**config.mk**
```make
export PLATFORM = sky130hd
export DESIGN_NAME = a2s_rx_ctrl
export DESIGN_NICKNAME = d
export VERILOG_FILES = /design/src/rtl/a2s_rx_pkg.sv /design/src/rtl/sync_fifo.sv /design/src/rtl/a2s_rx_ctrl.sv
export SDC_FILE = /design/constraint.sdc
export NUM_CORES = 1
export LEC_CHECK = 0
export ABC_AREA = 1
export CAP_MARGIN = 10
export CORE_MARGIN = 4
export CORE_UTILIZATION = 54
export DETAILED_ROUTE_END_ITERATION = 8
export GPL_TIMING_DRIVEN = 1
export PLACE_DENSITY_LB_ADDON = 0.1
export SYNTH_ARGS = -nofsm -noshare
export SYNTH_HDL_FRONTEND = slang
export SYNTH_SLANG_ARGS = --single-unit
export TNS_END_PERCENT = 5
```
**constraint.sdc**
```tcl
create_clock -name CLK -period 8.8 [get_ports CLK]
set_input_delay 2.64 -clock CLK [delete_from_list [all_inputs] [get_ports CLK]]
set_output_delay 2.64 -clock CLK [all_outputs]
set_load 0.01 [all_outputs]
```
**src/rtl/a2s_rx_pkg.sv**
```systemverilog
// Shared types for the A2S receive controller.
// Holds the controller state encoding and FIFO level sizing.
package a2s_rx_pkg;

  typedef enum logic {
    IDLE = 1'b0,
    HOLD = 1'b1
  } state_e;

  function automatic int lvl_w(input int depth);
    return $clog2(depth) + 1;
  endfunction

  localparam int LVL_W_DEF = lvl_w(4);

endpackage

```
**src/rtl/sync_fifo.sv**
```systemverilog
// Registered single-clock FIFO with occupancy count.
// Head word is read combinationally from the storage array.
module sync_fifo
  import a2s_rx_pkg::*;
#(
  parameter  int DW    = 64,
  parameter  int DEPTH = 4,
  localparam int LW    = lvl_w(DEPTH)
) (
  input  logic          clk,
  input  logic          rst_n,
  input  logic          push,
  input  logic          pop,
  input  logic [DW-1:0] din,
  output logic [DW-1:0] dout,
  output logic [LW-1:0] level,
  output logic          full,
  output logic          empty
);

  localparam int PW = $clog2(DEPTH);

  logic [DW-1:0] mem_q [DEPTH];
  logic [PW-1:0] wr_q, wr_d;
  logic [PW-1:0] rd_q, rd_d;
  logic [LW-1:0] cnt_q, cnt_d;
  logic          do_push, do_pop;

  assign full    = (cnt_q == LW'(DEPTH));
  assign empty   = (cnt_q == '0);
  assign do_push = push & ~full;
  assign do_pop  = pop & ~empty;
  assign dout    = mem_q[rd_q];
  assign level   = cnt_q;

  // Pointers wrap naturally since DEPTH is a power of two.
  always_comb begin
    wr_d  = wr_q + PW'(do_push);
    rd_d  = rd_q + PW'(do_pop);
    cnt_d = cnt_q + LW'(do_push) - LW'(do_pop);
  end

  always_ff @(posedge clk) begin
    if (!rst_n) begin
      wr_q  <= '0;
      rd_q  <= '0;
      cnt_q <= '0;
    end else begin
      wr_q  <= wr_d;
      rd_q  <= rd_d;
      cnt_q <= cnt_d;
    end
  end

  always_ff @(posedge clk) begin
    if (do_push) begin
      mem_q[wr_q] <= din;
    end
  end

endmodule

```
**src/rtl/a2s_rx_ctrl.sv**
```systemverilog
// Clocked receive side of the A2S channel: Si/So handshake,
// FIFO capture, valid/ready output and received-word count.
module a2s_rx_ctrl
  import a2s_rx_pkg::*;
#(
  parameter  int DW    = 64,
  parameter  int DEPTH = 4,
  parameter  int CW    = 32,
  localparam int LW    = lvl_w(DEPTH)
) (
  input  logic          CLK,
  input  logic          RESET,
  input  logic          Si,
  output logic          So,
  input  logic [DW-1:0] Din,
  input  logic          en,
  output logic          out_valid,
  input  logic          out_ready,
  output logic [DW-1:0] out_data,
  output logic [CW-1:0] rx_count,
  output logic [LW-1:0] level,
  output logic          stall
);

  state_e        state_q, state_d;
  logic [CW-1:0] cnt_q, cnt_d;
  logic          stall_q, stall_d;
  logic          push, full, empty;

  sync_fifo #(
    .DW    (DW),
    .DEPTH (DEPTH)
  ) u_fifo (
    .clk   (CLK),
    .rst_n (RESET),
    .push  (push),
    .pop   (out_ready),
    .din   (Din),
    .dout  (out_data),
    .level (level),
    .full  (full),
    .empty (empty)
  );

  // Full is judged on the registered level, so a same-cycle pop never
  // frees room for a push.
  always_comb begin
    state_d = state_q;
    cnt_d   = cnt_q;
    stall_d = 1'b0;
    push    = 1'b0;
    unique case (state_q)
      IDLE: begin
        if (Si && en) begin
          if (!full) begin
            push    = 1'b1;
            cnt_d   = cnt_q + CW'(1);
            state_d = HOLD;
          end else begin
            stall_d = 1'b1;
          end
        end
      end
      HOLD: begin
        if (!Si) state_d = IDLE;
      end
      default: state_d = IDLE;
    endcase
  end

  always_ff @(posedge CLK) begin
    if (!RESET) begin
      state_q <= IDLE;
      cnt_q   <= '0;
      stall_q <= 1'b0;
    end else begin
      state_q <= state_d;
      cnt_q   <= cnt_d;
      stall_q <= stall_d;
    end
  end

  assign So        = (state_q == HOLD);
  assign out_valid = ~empty;
  assign rx_count  = cnt_q;
  assign stall     = stall_q;

endmodule

```
==> flow_summary_export.csv, run 1 <==
group,metric,value,unit
min_path,hold_end,"rx_count[12]",
floorplanning,floorplan.die.width,155,um
final_layout,finish.net_count,1190,
final_layout,post_layout_nonfiller_instances,1415,
critical_path,endpoint_kind,"output port",
critical_path,start_kind,"flop",
clock_network,cts.clk_slew.worst_paths,0.06,ns
synthesis,synth_common_cells,"256 x sky130_fd_sc_hd__edfxtp_1, 178 x sky130_fd_sc_hd__nor2_1, 141 x sky130_fd_sc_hd__o21ai_0",
clock_network,holdBufCountCts,0,
critical_path,critPathKind,"flop to output port",
sta,timing.clock.skew,0.00917,ns
synthesis,yosys.area.top_type,"sky130_fd_sc_hd__edfxtp_1",
placed_design,dp_cells,1361,
clock_network,h-tree-depth,1,
route,drt_first_iter_violations,372,
global_routing,largest_net_degree_at_the_start_of_global_routing,92,
synthesis,synth.yosys.warnings,0,
route,drtPass1Iterations,4,
floorplanning,top_level_ports,171,
critical_path,crit_arrival,3.20,ns
clock_network,tritoncts,"done",
route,drt.antenna.violating_nets,0,
clock_network,clock_root_buffer,"sky130_fd_sc_hd__clkbuf_16",
global_routing,met3_usage,0.0425,
route,total_via_count_after_detailed_routing,7718,
critical_path,timing.critical_path.fanout_max,65,
placed_design,hpwlAfterDp,14700,um
floorplanning,core_area,21100,um^2
sta,hold_viol_final,0,
sta,finalSetupViolations,0,
global_routing,global_route.overflow_total,0,
synthesis,synth_sequential_area_ratio,0.732,
sta,grt_setup_unrepaired,"false",
power,vdd_drop_max,0.198,mV
synthesis,ys_top_cells_by_area,"sky130_fd_sc_hd__edfxtp_1 66%, sky130_fd_sc_hd__dfxtp_1 7.1%, sky130_fd_sc_hd__o21ai_0 6.1%",
synthesis,synthFlopType,"sky130_fd_sc_hd__edfxtp_1",
global_routing,met1_usage,0.266,
floorplanning,rows,53,
synthesis,synth_seq_cells,297,
placed_design,place_congestion,0.802,
min_path,timing.hold.worst_path_depth,1,
clock_network,cts_buffers,29,
power,p_leak,4.92,nW
global_routing,grt_pass1_vias,7273,
synthesis,mappedNetlistNets,1025,
run_status,outcome,"finished, final reports clean",
sta,setup-tns-final,0,ns
synthesis,asyncSetResetFlopFracSynth,0,
critical_path,endpoint_of_the_lowest_slack_register_to_register_path,"u_fifo.rd_q[1]",
clock_network,post_cts_resized,0,
critical_path,worst_r2r_path_depth,4,
critical_path,worstSetupStartpoint,"u_fifo.rd_q[0]",
critical_path,crit-reg2reg-launch,"u_fifo.rd_q[0]",
global_routing,global_route.peak_usage_layer,"met2",
route,routedWlPerCell,17.5,um
critical_path,ff2ff_setup_slack,6.80,ns
global_routing,first_pass_grt_wire_length,38300,um
floorplanning,die_height,155,um
sta,report.final.slew_viol_count,0,
sta,period_share,0.664,
synthesis,synth_cells,952,
floorplanning,initial_utilization,0.551,
sta,max_slew_margin,0.412,
min_path,hold_path.startpoint,"rx_count[12]",
clock_network,cts-root-to-sink-buffers,3,
final_layout,n_antenna_cell,0,
power,power-per-cell-area,250,nW/um^2
clock_network,clock_sink_count,297,
global_routing,grtUsageMet2,0.342,
synthesis,ys_types,36,
synthesis,mappedNetlistArea,11600,um^2
final_layout,final_layout_size_suffix_gt1_frac,0.0789,
route,drc_errors,0,
sta,worst_pin_slew,0.882,ns
clock_network,worst_skew_pair.late_latency,0.54,ns
synthesis,synth_top_cell_area_share,0.662,
global_routing,grt_antenna_before_repair,0,
route,detail_route.vias_per_cell,5.45,
final_layout,area_delta_synth_final,24.9,%
clock_network,postCtsSetupRepairBufs,0,
critical_path,cp_data_required_time,6.16,ns
global_routing,global_route.usage.total,0.201,
synthesis,synth_edf_count,256,
placed_design,port-buffer-count,170,
route,drt-total-wl,24700,um
sta,minimum_period_implied_by_the_final_worst_setup_slack,5.84,ns
sta,fmax,171,MHz
synthesis,post_synth.cell_area_avg,12.2,um^2
floorplanning,die_area,23900,um^2
min_path,min_path_type,"flop to flop",
run,max_cap_violations,0,
synthesis,yosysMostFrequentCell,"sky130_fd_sc_hd__edfxtp_1",
==> per-stage QoR <==
step	hold WS (ns)	setup WS, ns	instance area (um^2)	util	power (W)
2_1_floorplan	0.496	0.782	11600	-	0.00206
3_3_place_gp	0.480	3.55	13600	0.643	0.00245
3_5_place_dp	0.487	3.51	13600	0.643	0.00246
4_1_cts	0.505	2.94	14500	0.688	0.00367
5_1_grt	0.535	2.74	14500	0.688	0.00380
6_report	0.508	2.96	14500	0.688	0.00363
==> report_power, final <==
group	total (W)	internal, W	switching [W]
clock	0.00121	0.000719	0.000491
sequential	0.00164	0.00160	0.0000391
combinational	0.000786	0.000354	0.000432
total	0.00363	0.00267	0.000962
==> logic make-up (layout without fill, tap and decap cells) <==
kind of cell	count (synthesis)	count (layout)	synth area share
compound gates	229	229	0.107
xor+xnor	6	6	0.00452
flops	297	297	0.732
simple gates	313	313	0.115
buf+inv	103	291	0.0365
fa+ha+maj	4	4	0.00495
==> worst max-delay path, cell delays in order, from the launching register on <==
cell and delay [ns]:
sky130_fd_sc_hd__dfxtp_4 0.47, sky130_fd_sc_hd__inv_4 0.49, sky130_fd_sc_hd__buf_4 0.63, sky130_fd_sc_hd__o21ai_0 0.15, sky130_fd_sc_hd__o22ai_1 0.25, sky130_fd_sc_hd__clkdlybuf4s50_1 0.60
==> cell type report <==
class / count / area [um^2]
Sequential cell: 297 / 8510
Fill cell: 1511 / 6580
Multi-Input combinational cell: 552 / 2710
Timing Repair Buffer: 183 / 1800
Clock buffer: 38 / 791
Tap cell: 275 / 344
Inverter: 54 / 205
Clock inverter: 16 / 154
==> sequential cells by signal, summed over array words and instances, names as in the netlist <==
signal / flops
u_fifo.level: 3
So: 1
rx_count: 32
u_fifo.wr_q: 2
u_fifo.mem_q: 256
stall: 1
u_fifo.rd_q: 2
==> worst max-delay path by stage <==
stage	to	slack, ns	depth (start not counted)
2_1_floorplan	u_fifo.mem_q[0][0]	0.78	5
5_1_grt	out_data[63]	2.74	5
4_1_cts	out_data[59]	2.94	5
6_report	out_data[63]	2.96	5
3_3_place_gp	out_data[63]	3.55	5
3_5_place_dp	out_data[59]	3.51	5
==> routing by layer <==
layer	wire (um)	vias to the layer above
met1	10500	3720
met2	12200	215
met3	1700	29
li1	-	3754
met5	0	-
met4	389	0
==> cell usage in the layout (no fill, tap or decap), types with 5 or more instances in the layout <==
cell type / Yosys / routed
sky130_fd_sc_hd__edfxtp_1: 256 / 256
sky130_fd_sc_hd__nor2_1: 178 / 178
sky130_fd_sc_hd__clkdlybuf4s50_1: 0 / 170
sky130_fd_sc_hd__o21ai_0: 141 / 141
sky130_fd_sc_hd__nand2_1: 75 / 75
sky130_fd_sc_hd__o22ai_1: 64 / 64
sky130_fd_sc_hd__inv_1: 49 / 48
sky130_fd_sc_hd__dfxtp_1: 41 / 39
sky130_fd_sc_hd__clkbuf_16: 0 / 30
sky130_fd_sc_hd__a21oi_1: 18 / 18
sky130_fd_sc_hd__nand3_1: 15 / 15
sky130_fd_sc_hd__nand4_1: 13 / 13
sky130_fd_sc_hd__buf_4: 2 / 13
sky130_fd_sc_hd__nor2_2: 10 / 10
sky130_fd_sc_hd__clkinv_2: 0 / 8
sky130_fd_sc_hd__clkbuf_1: 32 / 7
sky130_fd_sc_hd__nor3_2: 1 / 5
sky130_fd_sc_hd__clkinv_1: 1 / 5
No activity file was read; power rests on OpenSTA's default activity.
==> inputs of run 2 (changes only) <==
CORE_UTILIZATION = 49   (was 54)
clock period = 5.2 ns   (was 8.8 ns; I/O delays follow)
==> run 2 against run 1 <==
Via count down 0.67%. Critical path depth unchanged. First-iteration DRC count up 50%. Design area up 0.40%. Critical path type unchanged. Critical endpoint is now out_data[19].
==> flow_summary_export.csv, run 2 (synthesized netlist as in run 1, its figures left out) <==
group,metric,value,unit
run_status,outcome,"finished, final reports clean",
final_layout,largest_register_ff_count,256,
critical_path,worstPathCellList,"inv_4, buf_4, o21ai_0, o22ai_1, clkdlybuf4s50_1",
final_layout,final_layout_size_suffix_gt1_frac,0.0778,
sta,hold_viol_final,0,
clock_network,tritoncts,"done",
final_layout,most_common_library_cell_in_the_layout_ignoring_fill_and_taps,"sky130_fd_sc_hd__edfxtp_1",
floorplanning,die_area,26200,um^2
power,power-per-cell-area,420,nW/um^2
final_layout,fillers,1875,
sta,finalSetupViolations,0,
route,drc_errors,0,
clock_network,cts.clk_slew.worst_paths,0.06,ns
clock_network,clock_sink_count,297,
power,vdd_drop_max,0.323,mV
min_path,min_path_type,"flop to flop",
clock_network,holdBufCountCts,0,
clock_network,cts_buffers,31,
floorplanning,initial_utilization,0.496,
clock_network,clock_root_buffer,"sky130_fd_sc_hd__clkbuf_16",
final_layout,finish.net_count,1194,
run,max_cap_violations,0,
critical_path,critPathKind,"flop to output port",
sta,report.final.slew_viol_count,0,
critical_path,worstPathBufferInverterCount,3,
clock_network,cts-root-to-sink-buffers,3,
floorplanning,rows,56,
sta,worst_pin_slew,1.03,ns
placed_design,place_congestion,0.796,
placed_design,port-buffer-count,170,
floorplanning,top_level_ports,171,
final_layout,finish.utilization,0.623,
final_layout,post_layout_nonfiller_instances,1464,
route,drt-total-wl,25300,um
sta,grt_setup_unrepaired,"false",
global_routing,grt_antenna_before_repair,1,
critical_path,cp_data_required_time,3.64,ns
global_routing,global_route.overflow_total,0,
clock_network,postCtsSetupRepairBufs,0,
final_layout,regArea,8510,um^2
clock_network,h-tree-depth,1,
sta,period_share,0.888,
clock_network,worst_skew_pair.late_latency,0.55,ns
clock_network,post_cts_resized,0,
sta,timing.clock.skew,0.0206,ns
critical_path,crit_arrival,3.06,ns
critical_path,cpLargestDelayFamily,"buffers and inverters",
floorplanning,floorplan.die.width,162,um
route,drt_first_iter_violations,557,
sta,max_slew_margin,0.311,
sta,fmax,217,MHz
global_routing,largest_net_degree_at_the_start_of_global_routing,105,
sta,minimum_period_implied_by_the_final_worst_setup_slack,4.62,ns
sta,hold-worst-slack,0.501,ns
critical_path,cpMaxStageDelayCell,"sky130_fd_sc_hd__inv_4",
critical_path,endpoint_kind,"output port",
route,total_via_count_after_detailed_routing,7666,
final_layout,multi_input_comb_area,2710,um^2
final_layout,area_delta_synth_final,25.4,%
global_routing,grt_pass1_vias,7560,
final_layout,most-common-layout-cells,"256 x sky130_fd_sc_hd__edfxtp_1, 178 x sky130_fd_sc_hd__nor2_1, 170 x sky130_fd_sc_hd__clkdlybuf4s50_1",
route,drt.antenna.violating_nets,0,
critical_path,timing.critical_path.fanout_max,104,
global_routing,first_pass_grt_wire_length,39900,um
route,detail_route.vias_per_cell,5.24,
floorplanning,core_area,23400,um^2
placed_design,hpwlAfterDp,15200,um
global_routing,global_route.usage.total,0.191,
route,routedWlPerCell,17.3,um
power,p_leak,4.91,nW
placed_design,dp_cells,1407,
route,drtPass1Iterations,6,
floorplanning,die_height,162,um
final_layout,register_containing_the_most_flip_flops_in_the_final_layout,"u_fifo.mem_q",
critical_path,cpPeakStageDelay,0.79,ns
critical_path,start_kind,"flop",
[run 2: changes by cell type in the layout (fill, tap and decap cells not counted), sizes merged]
cell      change
buf           +2
bufinv        -2
clkbuf        +6
clkinv        -3
clkinvlp      +1
diode         +1
[run 2: metrics by stage]
stage	setup WS, ns	power (W)	area, um^2	setup TNS [ns]
after floorplan	-1.74	0.00348	11600	-444.76
after global placement	1.12	0.00416	13600	0
after detailed placement	1.09	0.00418	13600	0
after CTS	0.512	0.00619	14600	0
after global routing	0.334	0.00641	14600	0
final	0.585	0.00612	14600	0
[run 2: where the power goes]
| part | internal, W | switching (W) |
|---|---|---|
| clock network | 0.00117 | 0.000833 |
| registers | 0.00271 | 0.0000680 |
| logic | 0.000603 | 0.000735 |
| total | 0.00448 | 0.00164 |
[run 2: final timing paths]
kind | endpoint | start | slack (ns) | cells past startpoint
setup / recovery | out_data[19] | u_fifo.rd_q[0] | 0.58 | 5
hold reg to reg | rx_count[12] | rx_count[12] | 0.50 | 1
setup reg to reg | u_fifo.level[2] | u_fifo.level[1] | 3.14 | 9
hold / removal | rx_count[12] | rx_count[12] | 0.50 | 1
[run 2: final cells by class]
type,instances,share of cell area
inverter,54,0.0141
multi-input combinational,552,0.186
antenna,1,0.000172
timing repair buffer,185,0.125
sequential,297,0.584
clock inverter,12,0.00584
tap,319,0.0274
clock buffer,44,0.0580
[run 2: layer usage]
metal / vias to the layer above / global-route usage / share of wire / wire [um]
li1: 3755 / - / - / -
met5: - / 0 / 0 / 0
met4: 0 / 0.0569 / 0.024 / 615
met1: 3652 / 0.264 / 0.44 / 11100
met2: 224 / 0.309 / 0.47 / 11900
met3: 35 / 0.0383 / 0.067 / 1700
==> inputs of run 3 (changes only) <==
SYNTH_HIERARCHICAL = 1   (was default)
==> run 3 against run 2 <==
Sequential cell count unchanged. Global-route usage up 0.056 points. First-iteration DRC count down 1.8%. Routed wire length down 0.24%. Final cell count up 1.2%. Design area up 0.21%. Critical path depth down 1. Clock power about the same. Via count up 1.7%.
==> flow_summary_export.csv, run 3 <==
group,metric,value,unit
run_status,outcome,"finished, final reports clean",
sta,report.final.slew_viol_count,0,
power,switchingPower,0.00178,W
power,vdd_drop_max,0.299,mV
final_layout,most-common-layout-cells,"256 x sky130_fd_sc_hd__edfxtp_1, 190 x sky130_fd_sc_hd__nor2_1, 170 x sky130_fd_sc_hd__clkdlybuf4s50_1",
placed_design,dp_cells,1425,
route,drt.antenna.violating_nets,0,
route,drt_first_iter_violations,547,
sta,finalSetupViolations,0,
synthesis,ys_types,33,
sta,fmax,215,MHz
synthesis,ys_top_cells_by_area,"sky130_fd_sc_hd__edfxtp_1 66%, sky130_fd_sc_hd__dfxtp_1 7.0%, sky130_fd_sc_hd__nor2_1 6.1%",
floorplanning,initial_utilization,0.497,
clock_network,cts-root-to-sink-buffers,3,
route,detail_route.vias_per_cell,5.26,
final_layout,final_layout_size_suffix_gt1_frac,0.0722,
run,max_cap_violations,0,
critical_path,endpoint_of_the_lowest_slack_register_to_register_path,"u_fifo/mem_q[1][22]",
min_path,min_path_type,"flop to flop",
power,finalPower,0.00633,W
critical_path,critPathKind,"flop to output port",
critical_path,cpMaxStageDelayCell,"sky130_fd_sc_hd__dfxtp_4",
floorplanning,core_area,23500,um^2
synthesis,synth_edf_count,256,
clock_network,worst_skew_pair.late_latency,0.55,ns
sta,timing.clock.skew,0.0136,ns
clock_network,cts.clk_slew.worst_paths,0.06,ns
synthesis,synth_sequential_area_ratio,0.729,
route,routedWlPerCell,17.0,um
clock_network,clock_sink_count,297,
global_routing,grt_antenna_before_repair,1,
critical_path,worstSetupStartpoint,"u_fifo/rd_q[0]",
floorplanning,floorplan.die.width,162,um
critical_path,worstPathBufferInverterCount,2,
global_routing,first_pass_grt_wire_length,40400,um
critical_path,worst_r2r_path_depth,10,
clock_network,cts_buffers,31,
min_path,hold_path.startpoint,"So",
critical_path,ff2ff_setup_slack,2.71,ns
power,power_report.internal_total,0.00455,W
clock_network,tritoncts,"done",
clock_network,h-tree-depth,1,
power,clock_power_share,0.314,
global_routing,grt_pass1_vias,7646,
final_layout,register_containing_the_most_flip_flops_in_the_final_layout,"u_fifo/mem_q",
synthesis,yosys.area.top_type,"sky130_fd_sc_hd__edfxtp_1",
global_routing,global_route.overflow_total,0,
power,pwr-share-seq,0.447,
sta,worst_pin_slew,0.807,ns
critical_path,endpoint_kind,"output port",
final_layout,largest_register_ff_count,256,
clock_network,holdBufCountCts,0,
power,switching_share,0.281,
sta,period_share,0.894,
critical_path,cp_data_required_time,3.64,ns
floorplanning,die_height,162,um
sta,grt_setup_unrepaired,"false",
synthesis,asyncSetResetFlopFracSynth,0,
critical_path,worstPathCellList,"buf_4, o21ai_0, o22ai_1, clkdlybuf4s50_1",
synthesis,post_synth.cell_area_avg,12.1,um^2
power,p_leak,4.91,nW
placed_design,port-buffer-count,170,
synthesis,synth_common_cells,"256 x sky130_fd_sc_hd__edfxtp_1, 190 x sky130_fd_sc_hd__nor2_1, 92 x sky130_fd_sc_hd__nand2_1, 92 x sky130_fd_sc_hd__o21ai_0, 64 x sky130_fd_sc_hd__o22ai_1",
route,drtPass1Iterations,4,
synthesis,synth_seq_cells,297,
floorplanning,die_area,26300,um^2
floorplanning,rows,56,
sta,minimum_period_implied_by_the_final_worst_setup_slack,4.65,ns
synthesis,mappedNetlistArea,11700,um^2
synthesis,mappedNetlistNets,1040,
critical_path,start_kind,"flop",
synthesis,synthFlopType,"sky130_fd_sc_hd__edfxtp_1",
global_routing,largest_net_degree_at_the_start_of_global_routing,79,
final_layout,n_antenna_cell,0,
critical_path,cpPeakStageDelay,0.88,ns
synthesis,synth.yosys.warnings,6,
clock_network,post_cts_resized,0,
placed_design,dp_slack,1.13,ns
placed_design,hpwlAfterDp,15200,um
sta,hold-worst-slack,0.484,ns
sta,max_slew_margin,0.462,
power,portion_of_total_power_attributed_to_combinational_logic,0.238,
synthesis,synth_top_cell_area_share,0.659,
sta,hold_viol_final,0,
critical_path,timing.critical_path.fanout_max,78,
route,drc_errors,0,
clock_network,clock_root_buffer,"sky130_fd_sc_hd__clkbuf_16",
final_layout,post_layout_nonfiller_instances,1482,
final_layout,most_common_library_cell_in_the_layout_ignoring_fill_and_taps,"sky130_fd_sc_hd__edfxtp_1",
global_routing,global_route.usage.total,0.191,
synthesis,yosysMostFrequentCell,"sky130_fd_sc_hd__edfxtp_1",
sta,post-route-worst-setup-slack,0.549,ns
clock_network,postCtsSetupRepairBufs,0,
floorplanning,top_level_ports,171,
critical_path,cpLargestDelayFamily,"buffers and inverters",
critical_path,crit_arrival,3.09,ns
synthesis,synth_cells,967,
critical_path,crit-reg2reg-launch,"u_fifo/level[1]",
route,total_via_count_after_detailed_routing,7799,
min_path,timing.hold.worst_path_depth,1,
placed_design,place_congestion,0.781,
power,power-per-cell-area,434,nW/um^2
route,drt-total-wl,25300,um
min_path,hold_end,"stall",
final_layout,finish.net_count,1212,
final_layout,area_delta_synth_final,25.1,%
[run 3: power groups by stage]
stage / Combinational (W) / Clock, W / Sequential, W
after floorplan: 0.000823 / 0 / 0.00283
after global placement: 0.00151 / 0 / 0.00288
after detailed placement: 0.00153 / 0 / 0.00288
after CTS: 0.00154 / 0.00204 / 0.00283
after global routing: 0.00166 / 0.00215 / 0.00285
final: 0.00151 / 0.00199 / 0.00283
[run 3: worst max path at each step]
stage	to	cells past startpoint	slack [ns]
after global routing	out_data[28]	4	0.32
after global placement	out_data[28]	4	1.16
after floorplan	u_fifo/mem_q[0][0]	5	-1.92
final	out_data[26]	4	0.55
after detailed placement	out_data[28]	4	1.13
after CTS	out_data[33]	4	0.53
[run 3: through the flow]
stage	util	setup TNS, ns	instance area, um^2
after floorplan	-	-490.77	11700
after global placement	0.583	0	13700
after detailed placement	0.583	0	13700
after CTS	0.622	0	14600
after global routing	0.622	0	14600
final	0.622	0	14600
[run 3: cells by family (layout without fill, tap and decap cells)]
family / after synthesis / count (layout) / share of synthesized area
flip-flops: 297 / 297 / 0.729
buffers and inverters: 103 / 299 / 0.0407
adder cells (fa/ha/maj): 4 / 4 / 0.00493
XOR/XNOR: 2 / 2 / 0.00150
AO/OA/AOI/OAI: 222 / 222 / 0.103
AND/OR/NAND/NOR: 339 / 339 / 0.121
[run 3: layout make-up]
class	instances	area [um^2]
clock inverter	17	96.3
inverter	57	216
clock buffer	40	830
sequential	297	8510
tap	319	399
multi-input combinational	567	2710
timing repair buffer	185	1840
fill	1871	8870
[run 3: worst register-to-register path, cell delays in order, from the launching register on]
cell and delay (ns):
sky130_fd_sc_hd__dfxtp_1 0.38, sky130_fd_sc_hd__inv_2 0.06, sky130_fd_sc_hd__nand2_1 0.11, sky130_fd_sc_hd__nor2_1 0.05
sky130_fd_sc_hd__inv_1 0.10, sky130_fd_sc_hd__nand2_1 0.09, sky130_fd_sc_hd__nor2_4 0.08, sky130_fd_sc_hd__buf_4 0.24
sky130_fd_sc_hd__o21ai_2 0.17, sky130_fd_sc_hd__nor3_2 0.19, sky130_fd_sc_hd__buf_4 0.61
[run 3: layer usage]
| metal | part of all wire | up-vias | GRT usage | routed length, um |
|---|---|---|---|---|
| met1 | 0.45 | 3767 | 0.263 | 11300 |
| met4 | 0.021 | 2 | 0.0507 | 520 |
| li1 | - | 3797 | - | - |
| met2 | 0.47 | 195 | 0.312 | 11900 |
| met5 | 0.00079 | - | 0 | 20 |
| met3 | 0.061 | 38 | 0.0419 | 1530 |
